$ cat config.mk
export PLATFORM = sky130hd
export DESIGN_NAME = decade_counter_ctrl
export DESIGN_NICKNAME = d
export VERILOG_FILES = /design/src/rtl/decade_pkg.sv /design/src/rtl/decade_digit.sv /design/src/rtl/decade_counter_ctrl.sv
export SDC_FILE = /design/constraint.sdc
export NUM_CORES = 1
export LEC_CHECK = 0
export CAP_MARGIN = 20
export CORE_MARGIN = 1
export CORE_UTILIZATION = 50
export CTS_BUF_LIST = sky130_fd_sc_hd__clkbuf_8 sky130_fd_sc_hd__clkbuf_16
export DETAILED_ROUTE_END_ITERATION = 16
export PLACE_DENSITY = 0.86
export SYNTH_ARGS = -nofsm -noshare
export SYNTH_HDL_FRONTEND = slang
export SYNTH_SLANG_ARGS = --single-unit
$ cat constraint.sdc
create_clock -name clk -period 6 [get_ports clk]
set_clock_uncertainty 0.15 [all_clocks]
set_input_delay 0.6 -clock clk [delete_from_list [all_inputs] [get_ports clk]]
set_output_delay 0.6 -clock clk [all_outputs]
set_load 0.05 [all_outputs]
$ cat src/rtl/decade_pkg.sv
// decade_pkg: definitions shared by the decade counter controller and its digit cells.
// Contents:
//   ST_IDLE/ST_RUN/ST_HOLD/ST_DONE - controller FSM state encoding
//   BCD_MAX                        - largest legal value of one BCD digit
package decade_pkg;

  localparam logic [1:0] ST_IDLE = 2'd0;
  localparam logic [1:0] ST_RUN  = 2'd1;
  localparam logic [1:0] ST_HOLD = 2'd2;
  localparam logic [1:0] ST_DONE = 2'd3;

  localparam logic [3:0] BCD_MAX = 4'd9;

endpackage

$ cat src/rtl/decade_digit.sv
// decade_digit: one BCD decade (0..9) with synchronous clear, preset and increment.
// Ports:
//   clk  - system clock, rising edge
//   clr  - synchronous active-high clear (highest priority)
//   en   - increment enable for this digit (carry-in)
//   ld   - preset strobe; a value above 9 presets to 0
//   d    - preset value
//   q    - registered digit value, always 0..9
//   co   - carry-out: high when en is high and q is 9
module decade_digit
  import decade_pkg::*;
(
  input  logic       clk,
  input  logic       clr,
  input  logic       en,
  input  logic       ld,
  input  logic [3:0] d,
  output logic [3:0] q,
  output logic       co
);

  assign co = en && (q == BCD_MAX);

  // Digit register: clear, then preset, then increment with 9 -> 0 rollover.
  always_ff @(posedge clk) begin
    if (clr) begin
      q <= 4'd0;
    end else if (ld) begin
      q <= (d > BCD_MAX) ? 4'd0 : d;
    end else if (en) begin
      // >= also recovers from any out-of-range value instead of counting past 9
      q <= (q >= BCD_MAX) ? 4'd0 : q + 4'd1;
    end else begin
      q <= q;
    end
  end

endmodule

$ cat src/rtl/decade_counter_ctrl.sv
// decade_counter_ctrl: DIGITS-digit BCD counter with start/stop/load control,
// programmable terminal count and wrap or one-shot behaviour.
// Ports:
//   clk      - system clock, rising edge
//   clr      - synchronous active-high reset, overrides all commands
//   start    - begin/resume counting (from IDLE, HOLD, or restart from DONE)
//   stop     - pause counting while in RUN
//   load     - preset count from load_val and return to IDLE
//   load_val - BCD preset value, digit 0 in [3:0]
//   tc_val   - BCD terminal count, compared every cycle
//   mode     - 0: wrap to 0 at terminal count, 1: stop in DONE at terminal count
//   count    - registered BCD count
//   running  - high in RUN
//   done     - high in DONE
//   wrap     - one-cycle pulse when count returns to 0 from RUN
// Command priority per cycle: clr > load > stop > start.
module decade_counter_ctrl
  import decade_pkg::*;
#(
  parameter int DIGITS = 4
) (
  input  logic                clk,
  input  logic                clr,
  input  logic                start,
  input  logic                stop,
  input  logic                load,
  input  logic [4*DIGITS-1:0] load_val,
  input  logic [4*DIGITS-1:0] tc_val,
  input  logic                mode,
  output logic [4*DIGITS-1:0] count,
  output logic                running,
  output logic                done,
  output logic                wrap
);

  localparam int W = 4 * DIGITS;

  logic [1:0]   state;
  logic [1:0]   state_next;
  logic         inc;
  logic         ld_all;
  logic [W-1:0] ld_data;
  logic         wrap_tc;
  logic         at_tc;
  logic         roll_all;

  assign at_tc = (count == tc_val);

  // Next-state and datapath command decode; clr is applied in the registers.
  always_comb begin
    state_next = state;
    inc        = 1'b0;
    ld_all     = 1'b0;
    ld_data    = {W{1'b0}};
    wrap_tc    = 1'b0;
    if (load) begin
      ld_all     = 1'b1;
      ld_data    = load_val;
      state_next = ST_IDLE;
    end else begin
      case (state)
        ST_IDLE, ST_HOLD: begin
          // entering RUN leaves count untouched; counting starts next edge
          if (start) begin
            state_next = ST_RUN;
          end else begin
            state_next = state;
          end
        end
        ST_RUN: begin
          if (stop) begin
            state_next = ST_HOLD;
          end else if (at_tc) begin
            if (mode) begin
              state_next = ST_DONE;
            end else begin
              ld_all  = 1'b1;
              wrap_tc = 1'b1;
            end
          end else begin
            inc = 1'b1;
          end
        end
        ST_DONE: begin
          if (start) begin
            ld_all     = 1'b1;
            state_next = ST_RUN;
          end else begin
            state_next = ST_DONE;
          end
        end
        default: begin
          state_next = ST_IDLE;
        end
      endcase
    end
  end

  // Digit cascade: each digit's enable is the synchronous carry-out of the one below.
  for (genvar i = 0; i < DIGITS; i++) begin : g_digit
    logic en_d;
    logic co_d;
    if (i == 0) begin : g_first
      assign en_d = inc;
    end else begin : g_next
      assign en_d = g_digit[i-1].co_d;
    end
    decade_digit u_digit (
      .clk (clk),
      .clr (clr),
      .en  (en_d),
      .ld  (ld_all),
      .d   (ld_data[4*i +: 4]),
      .q   (count[4*i +: 4]),
      .co  (co_d)
    );
  end

  // Carry out of the top digit marks the natural all-9s -> all-0s rollover.
  assign roll_all = g_digit[DIGITS-1].co_d;

  // FSM state and registered status outputs.
  always_ff @(posedge clk) begin
    if (clr) begin
      state   <= ST_IDLE;
      running <= 1'b0;
      done    <= 1'b0;
      wrap    <= 1'b0;
    end else begin
      state   <= state_next;
      running <= (state_next == ST_RUN);
      done    <= (state_next == ST_DONE);
      wrap    <= wrap_tc | roll_all;
    end
  end

endmodule

Word-level counts from Yosys, hierarchy flattened
Cells that the tools add are included.
- register bits: 21
- output and inout port bits: 19
- input bits: 38
- bitwise operators: 1
- reductions and logical operators: 10
- $add $sub $neg: 4
- eq/ne operators: 10
- magnitude comparators: 8
- muxes and demuxes: 36
- operators by type and width (cell ; count):
    $mux 4 ; 16
    $add 4x1->4 const B ; 4
    $eq 16x16->1 ; 1
    $eq 4x4->1 const B ; 4
    $ge 4x4->1 const B ; 4
    $gt 4x4->1 const B ; 4
    $mux 16 ; 1
    $mux 2 ; 6
    $mux 1 ; 11
    $reduce_bool 2->1 ; 4
    $eq 2x2->1 const B ; 3
    $pmux 2 s3 ; 1
    $eq 2x1->1 const B ; 2
    $logic_and 1x1->1 ; 4
    $logic_not 2->1 ; 1
    $pmux 1 s2 ; 1
    $reduce_or 2->1 ; 1
    $or 1x1->1 ; 1

Logic depth before layout (Yosys ltp)
Gate-level depths: netlist of run 1.
- depth after elaboration: 10
- gate-level depth with buffers: 8
- mapped depth without buffers: 8

Modules after synthesis
Synthesis of run 1 repeated with hierarchy kept, for this count alone.
- cell total of the unflattened synthesis: 205
- area, all modules: 1732.9 um^2
- modules (own cells, without submodules) (module ; seq. area each (um^2) ; cells an instance ; area an instance (um^2) ; times used):
    decade_digit ; 80.1 ; 34 ; 294.0 ; 4
    decade_counter_ctrl ; 100.1 ; 69 ; 556.8 ; 1

Worst setup path after synthesis of run 1
OpenSTA, ideal clock, no wires.
- path type: reg2reg
- start: reg g_digit[0].u_digit.q[0]
- end: reg g_digit[2].u_digit.q[2]
- arrival time: 2.388 ns
- library setup time: 0.070 ns
- clock period less this slack: 2.609 ns
- required time: 5.780 ns
- path slack: 3.391 ns
- path buffers: 1
- stages on the path, launching flop included: 8
- cell sequence: dfxtp_1 > ha_1 > inv_1 > or4_4 > or3_1 > buf_6 > a22o_1 > a21oi_1
- word-level cells in the longest chain between the ends: 8
- elaborated cells on any way between the ends: 14
- classes of those cells: 2 x eq/ne; 9 x mux; 3 x reduce/logical
- ends and longest elaborated chain (element ; RTL line ; RTL):
    start: declaration ; decade_digit.sv:18 ; output logic [3:0] q,
    start signal: assignment ; decade_digit.sv:29 ; q <= (d > BCD_MAX) ? 4'd0 : d;
    start signal: assignment ; decade_digit.sv:32 ; q <= (q >= BCD_MAX) ? 4'd0 : q + 4'd1;
    start signal: assignment ; decade_digit.sv:34 ; q <= q;
    $eq 16x16->1 ; decade_counter_ctrl.sv:47 ; assign at_tc = (count == tc_val);
    $mux 1 ; decade_counter_ctrl.sv:73 ; end else if (at_tc) begin
    $mux 1 ; decade_counter_ctrl.sv:71 ; if (stop) begin
    $mux 1 ; decade_counter_ctrl.sv:61 ; case (state)
    $mux 1 ; decade_counter_ctrl.sv:56 ; if (load) begin
    $logic_and 1x1->1 (2 in series) ; decade_digit.sv:22 ; assign co = en && (q == BCD_MAX);
    $reduce_bool 2->1 (no line) ; - ;
    end signal: assignment ; decade_digit.sv:29 ;
    end signal: assignment ; decade_digit.sv:32 ;
    end signal: assignment ; decade_digit.sv:34 ;
    end: declaration ; decade_digit.sv:18 ;
Parallel ways exist; a longest one is shown, timed or not.
A chain may end at the register's enable or synchronous reset.

Worst setup path in the final report of run 1
- start: in tc_val[8]
- end: reg g_digit[3].u_digit.q[2]
- word-level cells in the longest chain between the ends: 9
- elaborated cells on any way between the ends: 14
- classes of those cells: 1 x eq/ne; 9 x mux; 4 x reduce/logical
- ends and longest elaborated chain (element ; RTL line ; RTL):
    start: declaration ; decade_counter_ctrl.sv:28 ; input logic [4*DIGITS-1:0] tc_val,
    $eq 16x16->1 (*) ; decade_counter_ctrl.sv:47 ;
    $mux 1 ; decade_counter_ctrl.sv:73 ;
    $mux 1 ; decade_counter_ctrl.sv:71 ;
    $mux 1 ; decade_counter_ctrl.sv:61 ;
    $mux 1 ; decade_counter_ctrl.sv:56 ;
    $logic_and 1x1->1 (3 in series) ; decade_digit.sv:22 ;
    $reduce_bool 2->1 (no line) ; - ;
    end signal: assignment ; decade_digit.sv:29 ;
    end signal: assignment ; decade_digit.sv:32 ;
    end signal: assignment ; decade_digit.sv:34 ;
    end: declaration ; decade_digit.sv:18 ;
Every way passes the cells marked *; elsewhere a longest branch is shown, timed or not.

==> results of run 1 <==
-- synth_stat cells (all sizes together), types with 2 or more instances --
cell    number  area (µm²)
a21boi       2        15.0
a21oi       12        60.1
a221oi       6        52.6
a31o         2        17.5
a31oi        3        18.8
a32oi        4        35.0
and2         3        18.8
clkbuf       6        22.5
dfxtp       21         420
ha          12         150
inv         17        63.8
mux2i        3        30.0
nand2       10        37.5
nand2b       5        31.3
nand3        8        40.0
nand3b       3        22.5
nand4        2        12.5
nand4b       3        26.3
nor2        22        82.6
nor2b        3        18.8
nor3         4        20.0
nor4         6        52.6
nor4b        3        26.3
o211ai       2        15.0
o21a         2        15.0
o21ai       15        75.1
o31ai        3        22.5
or3          2        12.5
xor2        16         140
-- area by class of cell --
cell class,count,area [µm²]
Multi-Input combinational cell,171,1190
Fill cell,259,813
Timing Repair Buffer,57,568
Tap cell,44,55.1
Clock inverter,1,5.00
Inverter,17,63.8
Clock buffer,3,41.3
Sequential cell,21,420
-- cell families (layout without fill, tap and decap cells) --
kind of cell	Yosys count	in the layout	share of synthesized area [%]
XOR/XNOR	17	17	8.74
buffers and inverters	24	78	5.73
flip-flops	21	21	24.7
AND/OR/NAND/NOR	78	78	25.8
multiplexers	3	3	1.76
adder cells (fa/ha/maj)	12	12	8.81
AO/OA/AOI/OAI	61	61	24.4
-- report_power, final --
part	total [mW]	internal, mW	switching (mW)
registers	0.157	0.146	0.0118
logic	0.117	0.0547	0.0626
clock network	0.0953	0.0463	0.0490
total	0.370	0.247	0.123
-- metrics by stage --
step / area, µm² / std cells / setup slack (ns) / total power, mW / hold slack (ns)
CTS: 2330 / 313 / 2.76 / 0.370 / 0.441
finish: 2340 / 314 / 2.77 / 0.370 / 0.452
global route: 2340 / 314 / 2.43 / 0.386 / 0.476
detailed placement: 2290 / 309 / 2.50 / 0.276 / 0.425
floorplan: 1700 / 216 / 3.39 / 0.224 / 0.396
global placement: 2290 / 309 / 2.46 / 0.274 / 0.411
-- metal layers --
layer | up-vias | global-route usage [%] | part of all wire, % | wire, µm
li1 | 899 | - | - | -
met1 | 859 | 33.6 | 43 | 2030
met2 | 109 | 47.9 | 48 | 2290
met3 | 10 | 4.48 | 6.8 | 322
met4 | 0 | 6.98 | 1.9 | 92
met5 | - | 0 | 0 | 0
-- path summary, 6_finish.rpt --
| path | from | end | slack (ns) | cells past startpoint |
|---|---|---|---|---|
| setup reg to reg | g_digit[2].u_digit.q[2] | g_digit[3].u_digit.q[2] | 3.03 | 6 |
| setup / recovery | tc_val[8] | g_digit[3].u_digit.q[2] | 2.77 | 7 |
| hold reg to reg | g_digit[1].u_digit.q[1] | g_digit[1].u_digit.q[1] | 0.45 | 2 |
| hold / removal | g_digit[1].u_digit.q[1] | g_digit[1].u_digit.q[1] | 0.45 | 2 |
-- worst max-delay path: cells and delay by family --
family | cells | cell delay (ns)
AOI/OAI and AO/OA | 3 | 1.16
and+or+nand+nor | 2 | 0.92
buffers and inverters | 1 | 0.41
xor gates and xnor gates | 1 | 0.14
-- flip-flops by register name, indices dropped and copies added (netlist names) --
register,count
running,1
done,1
g_digit.u_digit.q,16
wrap,1
state,2
==> metrics.yaml, run 1 <==
startpoint_type: "primary input"
setup_viols_final: 0
io_buffers: 56
tritoncts: "yes"
pwr_density_cell_nw_per_um2: 158
hold_path.class: "reg -> reg"
synthesis.area_per_instance_um2: 7.89
clk_pin_slew_worst_paths_ns: 0.08
portion_of_the_clock_cycle_consumed_by_the_worst_path_in_the_final_layout_pct: 53.8
synth_async_sr_flop_share_pct: 0
gr-total-overflow: 0
grt_pass1_vias: 1660
rsz0062_at_grt: "false"
peakVddDrop_mv: 0.166
critPathMaxStageDelay_ns: 0.67
synth.yosys.seq_area_share_pct: 24.7
cp_cell_sequence: "clkdlybuf4s50_1 -> xor2_1 -> nor4_1 -> nand4_1 -> o21ai_0 -> a21oi_1 -> a221oi_1"
outcome: "complete, no violations"
leakage_nw: 0.921
global_route.usage.total_pct: 26.9
core_area_um2: 3150
postSynthCellCount: 216
drcViolationCount: 0
worst_ep_arrival_time_ns: 3.24
synth.ff_latch_count: 21
worstSetupPathType: "in -> reg"
route.vias.total: 1877
clockBufferDepth: 2
synth_enable_flop_cells: 0
die_w_um: 60.4
synthesis.nets: 266
cts_root_buf: "clkbuf_8"
crit_path_time_final_ns: 3.23
cts_num_sinks: 21
clkLatencyLatePin_ns: 0.26
end_of_flow_core_utilization_pct: 74.2
detail_route.vias_per_cell: 5.98
highest_count_cells_in_the_layout_ignoring_fill_and_taps: "clkdlybuf4s50_1, nor2_1, dfxtp_1"
grt_pass1_wl_mm: 7.37
cts_setup_buffers: 0
timing.max_cap.violations: 0
insertedDiodeCount: 0
dr.first_iter.drc_count: 194
die_span_in_y_um: 60.4
syn_to_final_growth_pct: 37.3
avgRoutedWirePerCell_um: 15.1
slew-limit-headroom_pct: 46.6
detailedRoute.firstPassIterationCount: 6
tritoncts.num_buffers: 3
ioPinCount: 57
drtAntennaViolNets: 0
required_ns: 6.01
cts.repair.resized: 0
num-nets-final: 321
fmax_mhz: 310
grt_antenna_before_repair: 0
maximum_number_of_pins_on_one_net_before_global_route_repair: 22
synth-warning-count: 0
final_layout_size_suffix_gt1_share_pct: 4.07
slew_at_the_pin_closest_to_its_max_slew_limit_ns: 0.798
most_common_cell_after_layout_fill_and_taps_aside: "clkdlybuf4s50_1"
slew_limit_fails: 0
critical_path.endpoint_type: "register"
setup-tns-final_ns: 0
report.final.hold_viol_count: 0
initial_utilization_pct: 54.0
wl_mm: 4.73
cts.htree.levels: 1
timing.critical_path.fanout_max: 14
num_rows: 20
crit_slowest_cell: "o21ai_0"
post-dp-hpwl_mm: 3.57
synth-main-ff-cell: "dfxtp_1"
synthDistinctLibCells: 48
cts_hold_buf: 0
place_congestion: 0.864
post_synth_instance_area_um2: 1700
die-area_um2: 3650
(Power assumes the default switching activity.)
==> run 2, diff against run 1 <==
CORE_UTILIZATION = 42   (was 50)
PLACE_DENSITY = 0.77   (was 0.86)
clock period = 2.9 ns   (was 6 ns; I/O delays follow)
==> run 2 against run 1 <==
Compared with the run above:
- count of clock-buffer cells in the layout unchanged
- wire length down 1.0%
- die area up 18%
- final cell count up 4.5%
- critical path depth up 1
- worst setup slack worse by 2.4 ns
- critical path type is now reg -> reg
- final area up 3.5%
- via count down 4.2%
- global-route usage down 4.0 points
==> metrics.yaml, run 2 (same netlist as run 1, synthesis figures left out) <==
syn_to_final_growth_pct: 42.1  # was 37.3%
dr.first_iter.drc_count: 155  # was 194
end_of_the_critical_path: "g_digit[1].u_digit.q[0]"  # was g_digit[3].u_digit.q[2]
tritoncts.num_buffers: 3  # unchanged
largestRegisters: "g_digit.u_digit.q x16, state x2"  # unchanged
die_w_um: 65.7  # was 60.4 µm
detail_route.vias_per_cell: 5.48  # was 5.98
ioPinCount: 57  # unchanged
rsz0062_at_grt: "false"  # unchanged
max_flop_register: "g_digit.u_digit.q"  # unchanged
worstReg2RegEnd: "g_digit[1].u_digit.q[0]"  # was g_digit[3].u_digit.q[2]
clk_pin_slew_worst_paths_ns: 0.08  # about the same
portion_of_the_clock_cycle_consumed_by_the_worst_path_in_the_final_layout_pct: 87.7
cp_num_buf_inv: 2  # was 1
avgRoutedWirePerCell_um: 14.3  # was 15.1 µm
grt_pass1_wl_mm: 7.68  # was 7.37 mm
core_area_um2: 3770  # was 3150 µm²
wl_mm: 4.68  # was 4.73 mm
num-nets-final: 331  # was 321
reg2reg_setup_slack_ns: 0.36  # was 3.03 ns
initial_utilization_pct: 45.2  # was 54.0%
crit_slowest_cell: "dfxtp_1"  # was o21ai_0
critical_path.reg2reg.startpoint: "g_digit[0].u_digit.q[0]"  # was g_digit[2].u_digit.q[2]
grt_pass1_vias: 1691  # was 1660
clockBufferDepth: 2  # unchanged
die-area_um2: 4320  # was 3650 µm²
drcViolationCount: 0  # unchanged
gr-total-overflow: 0  # unchanged
ff2ff_path_depth: 8  # was 6
timing.max_cap.violations: 0  # unchanged
peakVddDrop_mv: 0.310  # was 0.166 mV
clkLatencyLatePin_ns: 0.27  # was 0.26 ns
slew_at_the_pin_closest_to_its_max_slew_limit_ns: 0.793  # was 0.798 ns
hold_path.class: "reg -> reg"  # unchanged
worstSetupPathType: "reg -> reg"  # was in -> reg
cts.htree.levels: 1  # unchanged
crit_cells: 8  # was 7
required_ns: 2.92  # was 6.01 ns
setup_viols_final: 0  # unchanged
timing.hold.worst.start: "g_digit[1].u_digit.q[1]"  # unchanged
insertedDiodeCount: 0  # unchanged
fmax_mhz: 393
final_layout_size_suffix_gt1_share_pct: 7.50  # was 4.07%
slew-limit-headroom_pct: 46.9  # was 46.6%
crit_path_time_final_ns: 2.54
cts_setup_buffers: 0  # unchanged
cp_cell_sequence: "xor2_1 -> nor4_1 -> nand4_1 -> buf_4 -> mux2i_1 -> buf_4 -> nor2_1 -> a311oi_1"  # was clkdlybuf4s50_1 -> xor2_1 -> nor4_1 -> nand4_1 -> o21ai_0 -> a21oi_1 -> a221oi_1
most_common_cell_after_layout_fill_and_taps_aside: "clkdlybuf4s50_1"  # unchanged
worst_ep_arrival_time_ns: 2.56  # was 3.24 ns
num_rows: 22  # was 20
io_buffers: 56  # unchanged
startpoint_type: "register"  # was primary input
slew_limit_fails: 0  # unchanged
global_route.usage.total_pct: 23.0  # was 26.9%
cpMostUsedCell: "buf_4"
outcome: "complete, no violations"  # unchanged
grt_antenna_before_repair: 0  # unchanged
die_span_in_y_um: 65.7  # was 60.4 µm
tritoncts: "yes"  # unchanged
critical-path-top-delay-family: "simple AND/OR/NAND/NOR gates"  # was compound AO/OA/AOI/OAI gates
largest_register_ff_count: 16  # unchanged
detailedRoute.firstPassIterationCount: 4  # was 6
highest_count_cells_in_the_layout_ignoring_fill_and_taps: "clkdlybuf4s50_1, nor2_1, dfxtp_1"  # unchanged
report.final.hold_viol_count: 0  # unchanged
cts_root_buf: "clkbuf_8"  # unchanged
cts.repair.resized: 0  # unchanged
cts_hold_buf: 0  # unchanged
maximum_number_of_pins_on_one_net_before_global_route_repair: 22  # unchanged
cts_num_sinks: 21  # unchanged
final_layout_worst_hold_slack_ns: 0.449  # was 0.452 ns
route.vias.total: 1799  # was 1877
place_congestion: 0.857  # was 0.864
critPathMaxStageDelay_ns: 0.52  # was 0.67 ns
pwr_density_cell_nw_per_um2: 320  # was 158 nW/µm²
setup-tns-final_ns: 0  # unchanged
critical_path.endpoint_type: "register"  # unchanged
drtAntennaViolNets: 0  # unchanged
leakage_nw: 0.965  # was 0.921 nW
timing.critical_path.fanout_max: 8  # was 14
post-dp-hpwl_mm: 3.63  # was 3.57 mm
worst_setup_path_start: "g_digit[0].u_digit.q[0]"  # was tc_val[8]
-- run 2: cell types whose count changed in the layout (fill, tap and decap cells not counted) --
cell        previous run  this run
clkinvlp_4             0         1
buf_4                  1        11
clkinv_2               1         0
-- run 2: worst min-delay path by stage --
| stage | end | slack, ns | depth (start not counted) |
|---|---|---|---|
| CTS | g_digit[1].u_digit.q[2] | 0.45 | 2 |
| floorplan | g_digit[3].u_digit.q[2] | 0.30 | 2 |
| finish | g_digit[1].u_digit.q[1] | 0.45 | 2 |
| detailed placement | g_digit[1].u_digit.q[2] | 0.43 | 2 |
| global route | g_digit[1].u_digit.q[1] | 0.48 | 2 |
| global placement | g_digit[1].u_digit.q[2] | 0.42 | 2 |
-- run 2: layer usage --
metal / track usage (%) / routed length, µm / vias to the layer above
met2: 38.3 / 2190 / 57
met3: 4.34 / 244 / 2
li1: - / - / 916
met5: 0 / 0 / -
met1: 30.8 / 2230 / 824
met4: 3.80 / 18 / 0
-- run 2: where the power goes --
group | internal [mW] | total, mW | switching (mW)
clock | 0.0973 | 0.202 | 0.105
sequential | 0.301 | 0.324 | 0.0230
combinational | 0.119 | 0.250 | 0.131
total | 0.517 | 0.776 | 0.259
-- run 2: metrics by stage --
stage / instance area [µm²] / std cells / setup slack [ns] / power (mW) / util (%)
final: 2420 / 328 / 0.358 / 0.776 / 64.2
after global routing: 2420 / 328 / 0.151 / 0.813 / 64.2
after floorplan: 1700 / 216 / 0.291 / 0.463 / -
after global placement: 2370 / 324 / 0.153 / 0.576 / 62.9
after CTS: 2420 / 328 / 0.385 / 0.782 / 64.2
after detailed placement: 2370 / 324 / 0.139 / 0.580 / 62.9
-- run 2: layout make-up --
cell class                      instances  area [µm²]
Clock buffer                            3        41.3
Clock inverter                          1        7.51
Fill cell                             348        1350
Inverter                               17        63.8
Multi-Input combinational cell        171        1190
Sequential cell                        21         420
Tap cell                               48        60.1
Timing Repair Buffer                   67         643
-- run 2: worst reg2reg max path: stages (launching register included) --
cell,delay [ns]
dfxtp_1,0.52
xor2_1,0.12
nor4_1,0.42
nand4_1,0.33
buf_4,0.26
mux2i_1,0.20
buf_4,0.16
nor2_1,0.04
a311oi_1,0.24
==> run 3, diff against run 2 <==
CORE_MARGIN = not set   (was 1)
CTS_CLUSTER_DIAMETER = 150   (was not set)
SETUP_SLACK_MARGIN = 0.05   (was not set)
==> results of run 3 <==
No change in the layout: final DEF, timing and power equal those of run 2.
